<file path="config.mk">
export PLATFORM = sky130hd
export DESIGN_NAME = rf_scoreboard
export DESIGN_NICKNAME = d
export VERILOG_FILES = /design/src/rtl/rf_scoreboard.sv
export SDC_FILE = /design/constraint.sdc
export NUM_CORES = 2
export LEC_CHECK = 0
export CAP_MARGIN = 25
export CORE_MARGIN = 2
export CORE_UTILIZATION = 59
export CTS_BUF_LIST = sky130_fd_sc_hd__clkbuf_8
export DETAILED_ROUTE_END_ITERATION = 6
export PLACE_DENSITY = 0.8
export SYNTH_ARGS = -nofsm -noshare
export SYNTH_HDL_FRONTEND = slang
export SYNTH_SLANG_ARGS = --single-unit
</file>
<file path="constraint.sdc">
create_clock -name clk -period 3.5 [get_ports clk]
set_input_delay 0.7 -clock clk [delete_from_list [all_inputs] [get_ports clk]]
set_output_delay 0.7 -clock clk [all_outputs]
set_load 0.005 [all_outputs]
</file>
<file path="src/rtl/rf_scoreboard.sv">
// rf_scoreboard: 32x32 GPR file with a per-register pending-write scoreboard
// for the ID-stage operand path. Committed values are readable the same cycle
// through write-through; busy flags tell hazard logic a writer is in flight.
// Optional macro RF_DEBUG_PORT_EN adds registered copies of each committed
// write on debug_rf_wen / debug_rf_wnum / debug_rf_wdata.
//
// Handshake: issue_valid and commit_valid are single-cycle qualifiers. An issue
// is accepted only in a cycle where issue_full is low; ID must hold the
// instruction while issue_full is high. A commit is always accepted.
module rf_scoreboard #(
    parameter int CNT_W = 2
) (
    input  logic        clk,
    input  logic        resetn,
    input  logic        flush,
    input  logic        issue_valid,
    input  logic        issue_wen,
    input  logic [4:0]  issue_waddr,
    output logic        issue_full,
    input  logic        commit_valid,
    input  logic        commit_wen,
    input  logic [4:0]  commit_waddr,
    input  logic [31:0] commit_wdata,
    input  logic [4:0]  raddr1,
    input  logic [4:0]  raddr2,
    output logic [31:0] rdata1,
    output logic [31:0] rdata2,
    output logic        busy1,
    output logic        busy2,
`ifdef RF_DEBUG_PORT_EN
    output logic        debug_rf_wen,
    output logic [4:0]  debug_rf_wnum,
    output logic [31:0] debug_rf_wdata,
`endif
    output logic        sb_err
);

    logic [31:0]      gpr [32];
    logic [CNT_W-1:0] cnt [32];
    logic             issue_ev;
    logic             commit_ev;
    logic [31:0]      inc_vec;
    logic [31:0]      dec_vec;

    // Qualified issue/commit events; r0 is never tracked or written.
    always_comb begin
        issue_full = (&cnt[issue_waddr]) && (issue_waddr != 5'd0);
        issue_ev   = issue_valid && issue_wen && (issue_waddr != 5'd0) && !issue_full;
        commit_ev  = commit_valid && commit_wen && (commit_waddr != 5'd0);
        inc_vec    = '0;
        dec_vec    = '0;
        if (issue_ev)  inc_vec[issue_waddr]  = 1'b1;
        if (commit_ev) dec_vec[commit_waddr] = 1'b1;
    end

    // Register file write port; the write still lands during flush or underflow.
    always_ff @(posedge clk or negedge resetn) begin
        if (!resetn) begin
            for (int i = 0; i < 32; i++) gpr[i] <= '0;
        end else if (commit_ev) begin
            gpr[commit_waddr] <= commit_wdata;
        end
    end

    // Pending-write counters: flush clears, issue+commit on one register cancels.
    always_ff @(posedge clk or negedge resetn) begin
        if (!resetn) begin
            for (int i = 0; i < 32; i++) cnt[i] <= '0;
        end else if (flush) begin
            for (int i = 0; i < 32; i++) cnt[i] <= '0;
        end else begin
            for (int i = 0; i < 32; i++) begin
                if (inc_vec[i] && !dec_vec[i]) begin
                    cnt[i] <= cnt[i] + 1'b1;
                end else if (dec_vec[i] && !inc_vec[i] && (cnt[i] != '0)) begin
                    cnt[i] <= cnt[i] - 1'b1;
                end
            end
        end
    end

    // Sticky error: a commit arrived for a register with nothing pending.
    always_ff @(posedge clk or negedge resetn) begin
        if (!resetn) begin
            sb_err <= 1'b0;
        end else if (commit_ev && (cnt[commit_waddr] == '0) && !inc_vec[commit_waddr]) begin
            sb_err <= 1'b1;
        end
    end

    // Read ports with write-through; busy drops when the last writer commits now.
    always_comb begin
        if (commit_ev && (raddr1 == commit_waddr)) rdata1 = commit_wdata;
        else                                       rdata1 = gpr[raddr1];
        if (commit_ev && (raddr2 == commit_waddr)) rdata2 = commit_wdata;
        else                                       rdata2 = gpr[raddr2];
        busy1 = (cnt[raddr1] != '0) &&
                !((cnt[raddr1] == CNT_W'(1)) && commit_ev && (commit_waddr == raddr1));
        busy2 = (cnt[raddr2] != '0) &&
                !((cnt[raddr2] == CNT_W'(1)) && commit_ev && (commit_waddr == raddr2));
    end

`ifdef RF_DEBUG_PORT_EN
    // Registered trace of each committed write, one cycle after the commit.
    always_ff @(posedge clk or negedge resetn) begin
        if (!resetn) begin
            debug_rf_wen   <= 1'b0;
            debug_rf_wnum  <= '0;
            debug_rf_wdata <= '0;
        end else if (commit_ev) begin
            debug_rf_wen   <= 1'b1;
            debug_rf_wnum  <= commit_waddr;
            debug_rf_wdata <= commit_wdata;
        end else begin
            debug_rf_wen   <= 1'b0;
            debug_rf_wnum  <= '0;
            debug_rf_wdata <= '0;
        end
    end
`endif

endmodule

</file>
==> reports/summary.txt <==
PortBufs = 126
Pint = 0.02360 W
Violated checks = setup timing
Filler instances = 5950
Layout area overhead = 19.75%
Top post-synthesis cells by count = 1691 x nand2_1, 1089 x dfrtp_1, 681 x mux4_2, 450 x mux2_2, 416 x clkbuf_1
CTS tree = built
CP max FO = 3
Post-layout net count = 5573
Worst path bufs/invs = 2
Top cells by area, synth = dfrtp_1 45%, mux4_2 25%, nand2_1 10%
Final Util = 71.32%
Antenna Nets Post-Route = 0
First-pass GRT wire length = 324.0 mm
Max_slew headroom = 39.75%
FP Rows = 117
Distinct cell type count after synthesis = 71
Die area = 0.1053 mm2
Post-Route WL = 218.8 mm
Die Y = 324.5 um
Final Hold Fails = 0
RR Endpoint = cnt[28]
CP Class = reg2out
Seq cells post-synth = 1089
Multiplexer share of the synthesized area = 35.23%
Syn Inst Count = 5109
Core Area = 0.1017 mm2
Yosys top cell area share = 44.98%
Syn Area/Cell = 11.86 um2
Crit-path max cell delay = 0.48 ns
Drt pass-1 iters = 7
GRT Total Usage = 41.47%
Register area share after synthesis = 44.98%
Root buffer cell = clkbuf_8
Initial antenna violation count = 11
VDD IR max = 0.3240 mV
Total stage count of the critical path = 6
Synth warn = 0
Cell with the most instances after synthesis = nand2_1
Crit-path slowest cell = mux4_2
Compound-cell area share of the yosys netlist = 3.201%
Clock Skews = 0.03537 ns
Min-delay worst type = in2async
Worst skew pair latency = 0.91 ns
Family with the most delay on the worst path = multiplexers
Final worst slack = -0.3728 ns
Clk pwr share = 33.8%
Peak Freq = 258.2 MHz
Number of enable flip-flop cells after synthesis = 0
I/O pins = 127
Area leader, netlist = dfrtp_1
Vias = 50070
Worst Path Required = 2.80 ns
Startpoint Class = flop
GP Congestion = 0.9921
Hold_ws = 0.2970 ns
DP Area = 0.06661 mm2
Clock Path Buffers = 3
Largest family of logic cells by synthesized area = multiplexers
Mapped Area = 0.06059 mm2
Worst Reg-to-Reg Cells = 11
Final min period = 3.873 ns
RSZ-0062 raised after global routing = true
Synth Area in Adders = 0%
Combinational power share = 20.2%
R2r startpoint = cnt[8]
Share of cells above drive strength 1 = 39.84%
Routed len/inst = 31.16 um
P_leak = 34.05 nW
Final HPWL DP = 128.4 mm
Initial Utilization = 59.55%
Net Switching = 0.009859 W
Sw frac = 29.47%
Sink Count = 1089
Final max-slew violation count = 0
Via density = 7.131
Prevailing post-synth register cell = dfrtp_1
Status = complete, but fails checks
Crit path arrival time = 3.17 ns
Die width = 324.5 um
Largest net degree at the start of global routing = 150
Post-route DRC = 0
Xor and xnor area share after synthesis = 0.4626%
Fraction of registers with async set/reset = 100.0%
Congestion Overflow GR = 0
Worst Tran Pin Value = 0.9016 ns
Pwr Density = 461.1 mW/mm2
Post-route cell area = 0.07256 mm2
Vias in the first global route = 52150
R2R setup slack = 0.56 ns
CTS buffer count = 175
Clock transition at the registers of the reported paths = 0.07 ns
H-tree lvl count = 4
Total of max-cap violations = 0
CP most frequent cell = mux4_2
Period utilization = 110.7%
Crit. End Element = output pin
Initial DRC Count = 7828
Post-synth net total = 5168
Setup violators final = 47
Post-Synth Simple-Gate Area = 12.68%
Crit-path cells = buf_6 > mux4_2 > mux4_2 > mux2_4 > a221o_1 > buf_2
Seq pwr share = 45.9%
==> worst max path at each step <==
stage	start	to	slack, ns
after floorplan	raddr2[0]	rdata2[0]	0.03
after global placement	raddr1[0]	rdata1[8]	-0.45
after detailed placement	raddr2[0]	rdata2[7]	-0.46
after CTS	cnt[38]	busy2	-0.37
after global routing	cnt[42]	busy2	-0.40
final	cnt[38]	busy2	-0.37
==> power groups by stage <==
stage / Clock (W) / Sequential, W / Combinational (W)
finish: 0.0113 / 0.0154 / 0.00677
global route: 0.0118 / 0.0155 / 0.00712
CTS: 0.0112 / 0.0152 / 0.00644
detailed placement: 0 / 0.0154 / 0.00608
global placement: 0 / 0.0153 / 0.00584
floorplan: 0 / 0.0150 / 0.00403
==> cells in the final DEF (no fill, tap or decap), types with 22 or more instances in the layout <==
master / instances
a211oi_1: 23
a21oi_1: 78
a21oi_2: 36
a311oi_1: 23
buf_12: 133
buf_16: 22
buf_2: 57
buf_4: 399
buf_6: 51
clkbuf_8: 216
clkdlybuf4s50_1: 43
clkinv_2: 25
dfrtp_1: 1077
inv_1: 60
mux2_2: 448
mux2i_1: 59
mux2i_2: 22
mux4_2: 681
nand2_1: 1665
nand2_2: 27
nor2_1: 97
nor3_1: 32
o21ai_0: 26
==> kinds of logic after synthesis <==
kind of cell,count (synthesis)
muxes,1225
and+or+nand+nor,1950
xor gates and xnor gates,32
AOI/OAI and AO/OA,283
DFF,1089
buffers and inverters,530
==> per-layer routing <==
metal | track usage, % | wire, um | up-vias
li1 | - | - | 19180
met3 | 16.32 | 33880 | 1577
met4 | 33.08 | 20620 | 10
met2 | 60.25 | 96500 | 4653
met5 | 0 | 63 | -
met1 | 49.42 | 67770 | 24660
==> flip-flops by register name, indices dropped and copies added, names as in the netlist <==
name	flops
gpr	1024
cnt	64
sb_err	1
==> final cells by class <==
type / instances / area (um2) / share of cell area (%)
clock inverters: 92 / 531.8 / 0.7329
diodes: 9 / 22.52 / 0.03104
clock buffers: 216 / 2973 / 4.097
well taps: 1368 / 1712 / 2.359
flip-flops and latches: 1089 / 27270 / 37.58
repair buffers: 746 / 8098 / 11.16
inverters: 12 / 45.04 / 0.06208
multi-input cells: 3490 / 31910 / 43.98
==> per-stage QoR <==
stage / instances / total power [W] / setup TNS, ns / worst slack, ns
global placement: 6523 / 0.02113 / -21.03 / -0.4501
floorplan: 5109 / 0.01903 / 0 / 0.03253
finish: 7022 / 0.03346 / -4.943 / -0.3728
detailed placement: 6523 / 0.02153 / -22.89 / -0.4635
global route: 7015 / 0.03446 / -6.241 / -0.3953
CTS: 6978 / 0.03288 / -4.665 / -0.3708
==> what timing repair did <==
action	in CTS	in global routing
hold buffers	1	0
gates cloned	14	4
endpoints found under the setup margin	67	66
pin swaps	55	29
buffers inserted	137	48
resized for setup	410	86
hold endpoints to repair	25	0
Power figures use the tool's default switching activity.
